===== src/rtl/manchester_decoder.sv =====
// -----------------------------------------------------------------------------
// manchester_decoder
//   Decodes a Manchester or inverse-Manchester serial line that is sampled
//   once per half-bit. Bits are assembled LSB first into bytes. A byte is
//   delivered with a one-cycle data_valid pulse, together with a flag that
//   tells whether any of its bits had a code error. The align input marks
//   the first half of bit 0.
//
// Optional feature macro: MANCH_DEC_AUTOSLIP_EN
//   When this macro is defined, the decoder shifts its phase by one half-bit
//   after two consecutive code errors while it is unlocked. This lets it find
//   the correct half-bit alignment without an align pulse.
//
// Ports
//   clk          in   clock, rising edge
//   rst          in   asynchronous active-high reset
//   decode_mode  in   0 = Manchester, 1 = inverse Manchester
//   line_in      in   serial line, one half-bit per clk
//   align        in   pulse: current line_in is first half of bit 0
//   data_out     out  [7:0] last decoded byte (held between pulses)
//   data_valid   out  one-cycle pulse qualifying data_out / byte_err
//   code_err     out  one-cycle pulse: bit whose halves were equal
//   byte_err     out  delivered byte contained a code error
//   locked       out  one clean byte seen since last align / error
// -----------------------------------------------------------------------------
module manchester_decoder (
  input  logic       clk,
  input  logic       rst,
  input  logic       decode_mode,
  input  logic       line_in,
  input  logic       align,
  output logic [7:0] data_out,
  output logic       data_valid,
  output logic       code_err,
  output logic       byte_err,
  output logic       locked
);

  localparam int unsigned BYTE_W = 8;
  localparam int unsigned IDX_W  = 3;

  typedef enum logic {
    PH_FIRST  = 1'b0,
    PH_SECOND = 1'b1
  } phase_t;

  phase_t            r_phase,   w_phase_nx;
  logic              r_first,   w_first_nx;
  logic [IDX_W-1:0]  r_idx,     w_idx_nx;
  logic [BYTE_W-1:0] r_shift,   w_shift_nx;
  logic              r_sticky,  w_sticky_nx;
  logic [BYTE_W-1:0] r_data,    w_data_nx;
  logic              r_valid,   w_valid_nx;
  logic              r_cerr,    w_cerr_nx;
  logic              r_berr,    w_berr_nx;
  logic              r_locked,  w_locked_nx;
`ifdef MANCH_DEC_AUTOSLIP_EN
  logic              r_err_prev, w_err_prev_nx;
`endif

  logic w_bit;
  logic w_bad;

  // Decoded bit value and the code-violation test for the current pair
  assign w_bit = r_first ^ decode_mode;
  assign w_bad = (line_in == r_first);

  // State register
  always_ff @(posedge clk or posedge rst) begin
    if (rst) begin
      r_phase    <= PH_FIRST;
      r_first    <= 1'b0;
      r_idx      <= '0;
      r_shift    <= '0;
      r_sticky   <= 1'b0;
      r_data     <= '0;
      r_valid    <= 1'b0;
      r_cerr     <= 1'b0;
      r_berr     <= 1'b0;
      r_locked   <= 1'b0;
`ifdef MANCH_DEC_AUTOSLIP_EN
      r_err_prev <= 1'b0;
`endif
    end else begin
      r_phase    <= w_phase_nx;
      r_first    <= w_first_nx;
      r_idx      <= w_idx_nx;
      r_shift    <= w_shift_nx;
      r_sticky   <= w_sticky_nx;
      r_data     <= w_data_nx;
      r_valid    <= w_valid_nx;
      r_cerr     <= w_cerr_nx;
      r_berr     <= w_berr_nx;
      r_locked   <= w_locked_nx;
`ifdef MANCH_DEC_AUTOSLIP_EN
      r_err_prev <= w_err_prev_nx;
`endif
    end
  end

  // Next-state and output logic
  always_comb begin
    w_phase_nx    = r_phase;
    w_first_nx    = r_first;
    w_idx_nx      = r_idx;
    w_shift_nx    = r_shift;
    w_sticky_nx   = r_sticky;
    w_data_nx     = r_data;
    w_valid_nx    = 1'b0;
    w_cerr_nx     = 1'b0;
    w_berr_nx     = r_berr;
    w_locked_nx   = r_locked;
`ifdef MANCH_DEC_AUTOSLIP_EN
    w_err_prev_nx = r_err_prev;
`endif

    if (align) begin
      // Restart at bit 0. This overrides a pending second half.
      w_first_nx    = line_in;
      w_phase_nx    = PH_SECOND;
      w_idx_nx      = '0;
      w_shift_nx    = '0;
      w_sticky_nx   = 1'b0;
      w_locked_nx   = 1'b0;
`ifdef MANCH_DEC_AUTOSLIP_EN
      w_err_prev_nx = 1'b0;
`endif
    end else begin
      case (r_phase)
        PH_FIRST: begin
          w_first_nx = line_in;
          w_phase_nx = PH_SECOND;
        end
        PH_SECOND: begin
          w_cerr_nx = w_bad;
          if (w_bad) begin
            w_locked_nx = 1'b0;
          end
`ifdef MANCH_DEC_AUTOSLIP_EN
          if (w_bad && r_err_prev && !r_locked) begin
            // Slip: reuse this sample as a first half, keep bit_index
            w_first_nx    = line_in;
            w_phase_nx    = PH_SECOND;
            w_sticky_nx   = 1'b1;
            w_err_prev_nx = 1'b0;
          end else begin
            w_err_prev_nx = w_bad;
`endif
            w_shift_nx[r_idx] = w_bit;
            w_phase_nx        = PH_FIRST;
            w_idx_nx          = r_idx + IDX_W'(1);
            w_sticky_nx       = r_sticky | w_bad;
            if (r_idx == IDX_W'(BYTE_W - 1)) begin
              // Byte complete: publish it and restart error accounting
              w_data_nx   = w_shift_nx;
              w_valid_nx  = 1'b1;
              w_berr_nx   = r_sticky | w_bad;
              w_sticky_nx = 1'b0;
              if (!(r_sticky | w_bad)) begin
                w_locked_nx = 1'b1;
              end
            end
`ifdef MANCH_DEC_AUTOSLIP_EN
          end
`endif
        end
        default: begin
          w_phase_nx = PH_FIRST;
        end
      endcase
    end
  end

  assign data_out   = r_data;
  assign data_valid = r_valid;
  assign code_err   = r_cerr;
  assign byte_err   = r_berr;
  assign locked     = r_locked;

endmodule

===== config.mk =====
export PLATFORM = sky130hd
export DESIGN_NAME = manchester_decoder
export DESIGN_NICKNAME = d
export VERILOG_FILES = /design/src/rtl/manchester_decoder.sv
export SDC_FILE = /design/constraint.sdc
export NUM_CORES = 1
export LEC_CHECK = 0
export ABC_AREA = 0
export ABC_CLOCK_PERIOD_IN_PS = 3600
export BUFFER_PORTS_ARGS = -buffer_cell sky130_fd_sc_hd__buf_2
export CORE_MARGIN = 5
export CORE_UTILIZATION = 40
export CTS_BUF_LIST = sky130_fd_sc_hd__clkbuf_8
export CTS_CLUSTER_DIAMETER = 50
export DETAILED_ROUTE_END_ITERATION = 7
export GPL_TIMING_DRIVEN = 0
export PLACE_DENSITY_LB_ADDON = 0.05
export SETUP_SLACK_MARGIN = 0.2
export SYNTH_ARGS = -nofsm -noshare
export SYNTH_HDL_FRONTEND = slang
export SYNTH_SLANG_ARGS = --single-unit
export TNS_END_PERCENT = 5

===== constraint.sdc =====
create_clock -name clk -period 3.6 [get_ports clk]
set_clock_uncertainty 0.15 [all_clocks]
set_input_delay 0.36 -clock clk [delete_from_list [all_inputs] [get_ports clk]]
set_output_delay 0.36 -clock clk [all_outputs]
set_load 0.01 [all_outputs]

==> out/summary.md, run 1 <==
In this run the critical register-to-register path is launched from r_idx[1]$_DFFE_PP0P_. In this design, the stage delay of the slowest critical-path cell is 0.53 ns. The cell count of the worst reg-to-reg path works out to 6. Pin placement for this block handled 17 I/O pins. For this run, the detailed router's first-pass iteration total came to 4.

The initial utilization of the core area, before any placement, comes to 42.2%. The signal on the critical path passes through ha_1, ha_1, nand3b_2, buf_2, nand2_1, o21ai_1. Timing would allow up to 553 MHz. The tools report the global routing usage summed across all routing layers as 12.4%. After clock tree synthesis, the clock-pin slew on the worst setup and hold paths is 0.10 ns. The HPWL reported at the end of detailed placement was 1730 um; the average cell area after synthesis was 11.4 um^2. The number of antenna diodes in the final layout is 0.

Die span in y: 67.0 um. Setup violations remaining at the end of the flow were counted as 0. Of all flip-flops after synthesis, the portion carrying an async set or reset was 100%. The total count of max-transition violations in the final report came out at 0.

In the final layout, the multi-input gates occupy 579 um^2. The area growth from synthesis to layout was 15.9%. The critical-path maximum fanout is 10.

The part of the cycle the worst path needs was 50.2%; the setup fix buffers added after clock tree synthesis was 0. The tools report the number of design-rule violations left by the first detailed-router iteration as 34. The worst setup path is captured at a flip-flop.

TritonCTS built the clock tree. The fill cell instance count of the final layout was 303. Summing all non-filler instances in the final layout gives an area of 0.00150 mm^2. The arrival time reported for the critical path endpoint is 1.81 ns, and the worst IR drop on VDD is 0.190 mV. The total of cells resized after clock tree synthesis is 0. The deepest level of the CTS H-tree was 1; the TritonCTS sink count was 26.

At the later pin of the worst-skew pair, clock insertion delay measures 0.28 ns. In the routed design, unresolved DRC markers number 0. The total area inside the core boundary comes to 0.00308 mm^2. The parity-gate share of the synthesized area counting xor and xnor cells is 2.60%, and the fraction of layout instances using a drive strength above 1 is 25.4%. Following the worst setup path forward leads to its endpoint at data_out[6]$_DFFE_PP0P_.

The number of antenna violations at the first check in global routing was 0; the average wire length per cell after detail routing was 13.5 um. The portion of netlist area occupied by mux cells works out to 14.8%. The worst register-to-register path has a setup slack of 1.79 ns.

For the CTS buffer count, the log shows 3. Setup repair after global routing left no endpoint under its margin. The number of buffer and inverter instances along the worst setup path is 1, and the total nets after synthesis is 121. The number of global-route vias before repair was 837.

Cell with the most instances on the worst path: ha_1. Summed over all layers, the global routing overflow is 0. Grouping stages by cell kind, the critical path spends the most delay in flip-flops.

The tools report the kind of start point of the critical path as a flip-flop. Setup slack on the critical path of the routed design comes to 1.79 ns. The post-synthesis instance area is 0.00130 mm^2.

Once detail routing completed, the nets flagged for antenna violations numbered 0. In this run the tightest slew margin relative to its limit is 35.4%. STA puts the critical path data required time at 3.61 ns.

Power spread over the standard cell area amounts to 442 mW/mm^2. The tools report the pin count of the biggest net entering global routing as 27. The number of maximum-capacitance constraint violations is 0.

Among all stages on the critical path, the largest delay is contributed by dfrtp_1. The first global-routing pass estimated 4070 um of wire. The tools report the setup TNS as 0 ns. The critical path runs through a total of 6 cells. In this run the critical register-to-register path is captured at data_out[6]$_DFFE_PP0P_. The most used flip-flop cell after synthesis was dfrtp_1. The logs give 855 for the via count and 0 for the count of synthesis-stage warnings from yosys.

Before CTS, the worst setup slack after placement is 1.80 ns. For the total of hold buffers inserted after clock tree synthesis, the log shows 0. The number of enable-type register cells in the synthesized netlist came out at 0. For the number of nets in the final layout, the log shows 142.

The post-detailed-placement cell area was 0.00143 mm^2. The worst path in the final design needs a cycle of 1.81 ns, including I/O delays and setup. The type of the most critical hold path was in -> async.

No sink is reached through more buffers than the 2 on the longest clock path. The run gives 20 as the standard-cell row count. The count of buffers added on input and output ports is 16. Launch point of the critical path: r_idx[1]$_DFFE_PP0P_. The mean number of vias per cell is 4.80.

The register area is 651 um^2, and the die outline width is 67.0 um. The logs give 0 for the hold violation total from the final report and 30 for the number of different library cells in the post-synthesis netlist. The run gives 0.728 as the routability-driven placement congestion ratio. Adder and majority cell fraction of the synthesized area: 1.93%. The cell sitting at the root of the clock tree is a clkbuf_8. Synthesis handed over a netlist of 114 instances. The total die area was 0.00448 mm^2; the slew of the pin with the lowest slew margin was 0.968 ns. The combinational family with the most area after synthesis was simple AND/OR/NAND/NOR gates. For this block, the routed nets add up to 2410 um of wire.

The flip-flop and latch count after synthesis works out to 26. The sequential fraction of the synthesis area was 50.1%. The run finished with clean final reports. The critical path start-end classification is reg -> reg. The synthesized netlist devotes 5.50% of its cell area to compound gates.

Of the total synthesized cell area, the portion taken by AND, OR, NAND and NOR gates is 19.9%. For this design the static power due to leakage is 0.758 nW.
==> where the power goes <==
group / switching (mW) / leakage (nW) / internal (mW)
combinational: 0.0546 / 0.370 / 0.0470
sequential: 0.0153 / 0.352 / 0.305
clock: 0.0948 / 0.0357 / 0.149
==> worst register-to-register path: cells and delay by family, from the launching register on <==
kind / cells / cell delay (ns)
adders and majority gates: 2 / 0.42
and+or+nand+nor: 2 / 0.29
AOI/OAI and AO/OA: 1 / 0.05
DFF: 1 / 0.53
buffers and inverters: 1 / 0.24
==> stage by stage <==
| stage | instances | hold slack, ns | utilization, % | power (mW) |
|---|---|---|---|---|
| global placement | 174 | 0.313 | 46.5 | 0.427 |
| CTS | 178 | 0.145 | 48.9 | 0.674 |
| detailed placement | 174 | 0.321 | 46.5 | 0.429 |
| floorplan | 114 | 0.250 | - | 0.402 |
| finish | 178 | 0.141 | 48.9 | 0.665 |
| global route | 178 | 0.147 | 48.9 | 0.699 |
==> cell usage after synthesis (all sizes together), types with 2 or more instances <==
cell | number | area (um^2)
dfrtp | 26 | 651
mux2i | 18 | 180
nor2 | 12 | 45.0
nand2 | 9 | 33.8
o21ai | 9 | 45.0
buf | 7 | 52.5
nand3b | 4 | 33.8
and4bb | 3 | 37.5
inv | 3 | 11.3
nand4b | 3 | 26.3
nor3b | 3 | 32.5
a211oi | 2 | 15.0
ha | 2 | 25.0
xnor2 | 2 | 17.5
==> layer usage <==
| metal | vias to the layer above | track usage [%] | share of wire (%) |
|---|---|---|---|
| met5 | - | 0 | 0 |
| met4 | 0 | 5.32 | 1.7 |
| met3 | 5 | 2.02 | 3.7 |
| met2 | 15 | 18.8 | 44 |
| met1 | 399 | 17.3 | 50 |
| li1 | 436 | - | - |
==> cell type report <==
type                       instances  share of cell area [%]
clock inverter                     1                    2.00
tap                               44                    3.66
clock buffer                       3                    2.75
multi-input combinational         77                    38.5
buffer                             8                    3.74
timing repair buffer              16                    5.32
sequential                        26                    43.3
inverter                           3                   0.749
==> sequential cells by signal, indices dropped and copies added, names as in the netlist <==
register,cells
r_first,1
byte_err,1
data_valid,1
locked,1
r_sticky,1
r_phase,1
r_idx,3
data_out,8
r_shift,8
code_err,1
==> cell usage in the layout (no fill, tap or decap), types with 2 or more instances in the layout <==
master    synthesis  routed
dfrtp_1          26      26
buf_2             3      19
mux2i_1          18      18
nor2_1           12      12
nand2_1           9       9
o21ai_1           9       9
nand3b_1          3       3
and4bb_1          3       3
nand4b_1          3       3
clkbuf_8          0       3
buf_4             2       2
nor3b_2           2       2
buf_6             2       2
xnor2_1           2       2
inv_1             2       2
a211oi_1          2       2
ha_1              2       2
==> cell families after synthesis <==
family                     after synthesis
AOI/OAI and AO/OA                       13
xor gates and xnor gates                 3
adders and majority gates                2
buffers and inverters                   11
DFF                                     26
muxes                                   19
and+or+nand+nor                         40
==> worst min-delay path by stage <==
stage / startpoint / end / cells after the start
after floorplan: rst / byte_err$_DFFE_PP0P_ / 1
after global placement: data_out[2]$_DFFE_PP0P_ / data_out[2]$_DFFE_PP0P_ / 2
after detailed placement: data_out[2]$_DFFE_PP0P_ / data_out[2]$_DFFE_PP0P_ / 2
after CTS: align / r_idx[2]$_DFFE_PP0P_ / 2
after global routing: align / r_idx[2]$_DFFE_PP0P_ / 2
final: rst / data_out[1]$_DFFE_PP0P_ / 2
(Power assumes the default switching activity.)
==> run 2, diff against run 1 <==
--- a/config.mk
+++ b/config.mk
@@ -6,7 +6,7 @@
 export NUM_CORES = 1
 export LEC_CHECK = 0
 export ABC_AREA = 0
-export ABC_CLOCK_PERIOD_IN_PS = 3600
+export ABC_CLOCK_PERIOD_IN_PS = 1600
 export BUFFER_PORTS_ARGS = -buffer_cell sky130_fd_sc_hd__buf_2
 export CORE_MARGIN = 5
 export CORE_UTILIZATION = 40
==> constraint.sdc (replaced) <==
create_clock -name clk -period 1.6 [get_ports clk]
set_clock_uncertainty 0.15 [all_clocks]
set_input_delay 0.16 -clock clk [delete_from_list [all_inputs] [get_ports clk]]
set_output_delay 0.16 -clock clk [all_outputs]
set_load 0.01 [all_outputs]
==> run 2 against run 1 <==
Net effect:
- the flow now finishes with violations (negative hold slack)
- worst setup slack lost 1.6 ns
- sequential power grew 120%
- utilization grew 6.2 points
- sequential share of layout area shrank 4.7 points
- highest routed layer unchanged
==> out/summary.md, run 2 (synthesized netlist as in run 1, its figures left out) <==
The tools report the launch point of the critical path as r_idx[2]$_DFFE_PP0P_ (was r_idx[1]$_DFFE_PP0P_). Leading cell type in the layout, fill and taps excluded: dfrtp_1 (unchanged). Area growth from synthesis to layout: 30.7% (was 15.9%). Total overflow reported by the global router: 0 (unchanged).

The pin count of the biggest net entering global routing was 27 (unchanged); the final period demand of the worst path was 1.45 ns (was 1.81 ns). The run gives 0 ns (unchanged) as the setup TNS. The source of the worst register-to-register timing path is r_idx[2]$_DFFE_PP0P_ (was r_idx[1]$_DFFE_PP0P_). For the TritonCTS sink count, the log shows 26 (unchanged). Worst-path cell chain: buf_4, nor3b_2, mux2i_1, o21ai_1 (was ha_1, ha_1, nand3b_2, buf_2, nand2_1, o21ai_1). The number of nets with antenna violations after detailed routing is 0 (unchanged), and the number of global-route vias before repair is 906 (was 837). The count of TritonRoute iterations in the first routing pass was 4 (unchanged); the clock insertion delay at the later pin of the skew report was 0.27 ns (was 0.28 ns). Average wire length per cell after detail routing: 14.7 um (was 13.5 um). For the fmax, the log shows 689 MHz (was 553 MHz). For the number of design-rule violations left by the first detailed-router iteration, the log shows 44 (was 34).

Setup repair after global routing could not meet its margin everywhere. The logs give 1.17 mW (was 0.501 mW) for the internal power contribution and 3 (unchanged) for the CTS buffer count. The number of cells on the critical path was 4 (was 6). The run gives 19.4% (was 15.3%) as the part of the power in combinational logic. The critical path start-end classification is reg -> reg (unchanged). The number of port buffers works out to 16 (unchanged).

Relative max-transition margin: 34.3% (was 35.4%). The tools report the kind of end point of the critical path as a flip-flop (unchanged). The clock transition at the register clock pins on the worst setup and hold paths after CTS was 0.09 ns (was 0.10 ns); the worst IR drop on VDD was 0.591 mV (was 0.190 mV). The root buffer cell is clkbuf_8 (unchanged). The logs give 34.8% (was 36.6%) for the share of power burned in the clock network and 1.62 ns (was 3.61 ns) for the data required time at the worst endpoint. The slew of the pin with the lowest slew margin is 0.984 ns (was 0.968 ns), and the critical-path maximum fanout is 8 (was 10). The power density over the cells is 925 mW/mm^2 (was 442 mW/mm^2), and the cell count of the worst reg-to-reg path is 4 (was 6).

The tools report the capturing element of the worst setup path as data_out[2]$_DFFE_PP0P_ (was data_out[6]$_DFFE_PP0P_). Commonest cells after routing, fill and taps aside: 23 x dfrtp_1, 17 x buf_2, 17 x mux2i_1 (was 26 x dfrtp_1, 19 x buf_2, 18 x mux2i_1). The run gives 0.00308 mm^2 (unchanged) as the core footprint. The number of maximum-capacitance constraint violations came out at 0 (unchanged). The worst hold margin was -0.0533 ns (was 0.141 ns); the sequential power share was 45.8% (was 48.1%).

Post-route core utilization: 55.1% (was 48.9%). Net switching power: 0.397 mW (was 0.165 mW). The critical path's slowest cell was dfrtp_2 (was dfrtp_1). For the fill cell instance count of the final layout, the log shows 287 (was 303).

The deepest level of the CTS H-tree was 1 (unchanged); the die span in y was 67.0 um (unchanged). The tools report the sum of internal, switching and leakage power as 1.57 mW (was 0.665 mW). For the count of inserted antenna diode cells, the log shows 0 (unchanged). The run finished, with violations left. For the slack of the worst reg-to-reg path, the log shows 0.15 ns (was 1.79 ns). The hold violation total from the final report was 26 (was 0); the setup-violating endpoint count in the final report was 0 (unchanged). The tools report the HPWL reported at the end of detailed placement as 1770 um (was 1730 um).

The mean number of vias per cell was 5.02 (was 4.80); the via count was 954 (was 855). The part of the cycle the worst path needs was 90.7% (was 50.2%). The die outline width is 67.0 um (unchanged).

The logs give 0 (unchanged) for the total count of max-transition violations in the final report and 0.707 (was 0.728) for the routability-driven placement congestion ratio. Maximum buffer depth of the clock tree: 2 (unchanged). The tools report the starting density of the core as 42.2% (unchanged).

The final reports fail on negative hold slack. Peak per-stage delay on the critical path: 0.48 ns (was 0.53 ns). TritonCTS built the clock tree. For the standby leakage power, the log shows 0.841 nW (was 0.758 nW). DRC violation count after routing: 0 (unchanged). The total die area was 0.00448 mm^2 (unchanged). The tools report the post-detailed-routing wire length as 2790 um (was 2410 um). The first-pass GRT wire length came out at 4440 um (was 4070 um). The number of antenna violations at the first check in global routing is 0 (unchanged). The net switching share of the total power came out at 25.3% (was 24.8%).

The number of nets in the final layout was 154 (was 142); the global routing usage summed across all routing layers was 13.5% (was 12.4%). Reg-to-reg critical path endpoint: data_out[2]$_DFFE_PP0P_ (was data_out[6]$_DFFE_PP0P_). Type of the most critical hold path: in -> async (unchanged). The run gives 1.47 ns (was 1.81 ns) as the arrival time reported for the critical path endpoint. Kind of start point of the critical path: a flip-flop (unchanged). The fraction of layout instances using a drive strength above 1 is 35.6% (was 25.4%).

Standard-cell row count: 20 (unchanged). The critical path's top delay family was flip-flops (unchanged). The number of buffer and inverter instances along the worst setup path works out to 1 (unchanged). The count of pins on the block boundary came out at 17 (unchanged).
-- run 2: power by group through the flow --
stage                     Clock, mW  Combinational [mW]  Sequential (mW)
after global placement            0               0.234            0.735
final                         0.545               0.304            0.718
after floorplan                   0               0.181            0.729
after global routing          0.592               0.330            0.723
after CTS                     0.564               0.269            0.713
after detailed placement          0               0.238            0.736
-- run 2: stage by stage --
step	cell area [um^2]	hold WS (ns)	cells	setup WS, ns
global route	1700	0.0604	190	0.0821
detailed placement	1470	0.257	174	0.0516
floorplan	1330	0.0499	114	0.207
CTS	1610	-0.00947	187	0.139
global placement	1470	0.248	174	0.0740
finish	1700	-0.0533	190	0.150
-- run 2: how the worst min path moves through the flow --
| stage | start | end | slack, ns | cells after the start |
|---|---|---|---|---|
| 6_report | rst | data_valid$_DFF_PP0_ | -0.05 | 2 |
| 5_1_grt | rst | data_valid$_DFF_PP0_ | 0.06 | 2 |
| 4_1_cts | rst | data_valid$_DFF_PP0_ | -0.009 | 2 |
| 3_5_place_dp | align | r_sticky$_DFFE_PP0P_ | 0.26 | 2 |
| 3_3_place_gp | align | r_idx[2]$_DFFE_PP0P_ | 0.25 | 2 |
| 2_1_floorplan | rst | byte_err$_DFFE_PP0P_ | 0.05 | 1 |
-- run 2: per-layer routing --
layer / track usage [%] / wire, um
met3: 3.54 / 124
met1: 16.8 / 1280
met4: 4.56 / 38
met5: 0 / 0
met2: 22.5 / 1350
-- run 2: final cells by class --
| cell class | count | area (um^2) | area share (%) |
|---|---|---|---|
| plain buffers | 8 | 68.8 | 4.06 |
| clock buffers | 3 | 41.3 | 2.44 |
| clock inverters | 1 | 30.0 | 1.77 |
| inverters | 3 | 11.3 | 0.664 |
| multi-input cells | 77 | 652 | 38.5 |
| flip-flops and latches | 26 | 654 | 38.6 |
| well taps | 44 | 55.1 | 3.25 |
| repair buffers | 28 | 183 | 10.8 |
-- run 2: timing repair --
item                                    CTS  global route
endpoints found under the setup margin   14            20
setup buffers                             6             3
hold buffers                              2             0
hold endpoints to repair                 30             0
gates cloned                              1             0
gates resized for setup                   3            10
pin swaps                                 0             1
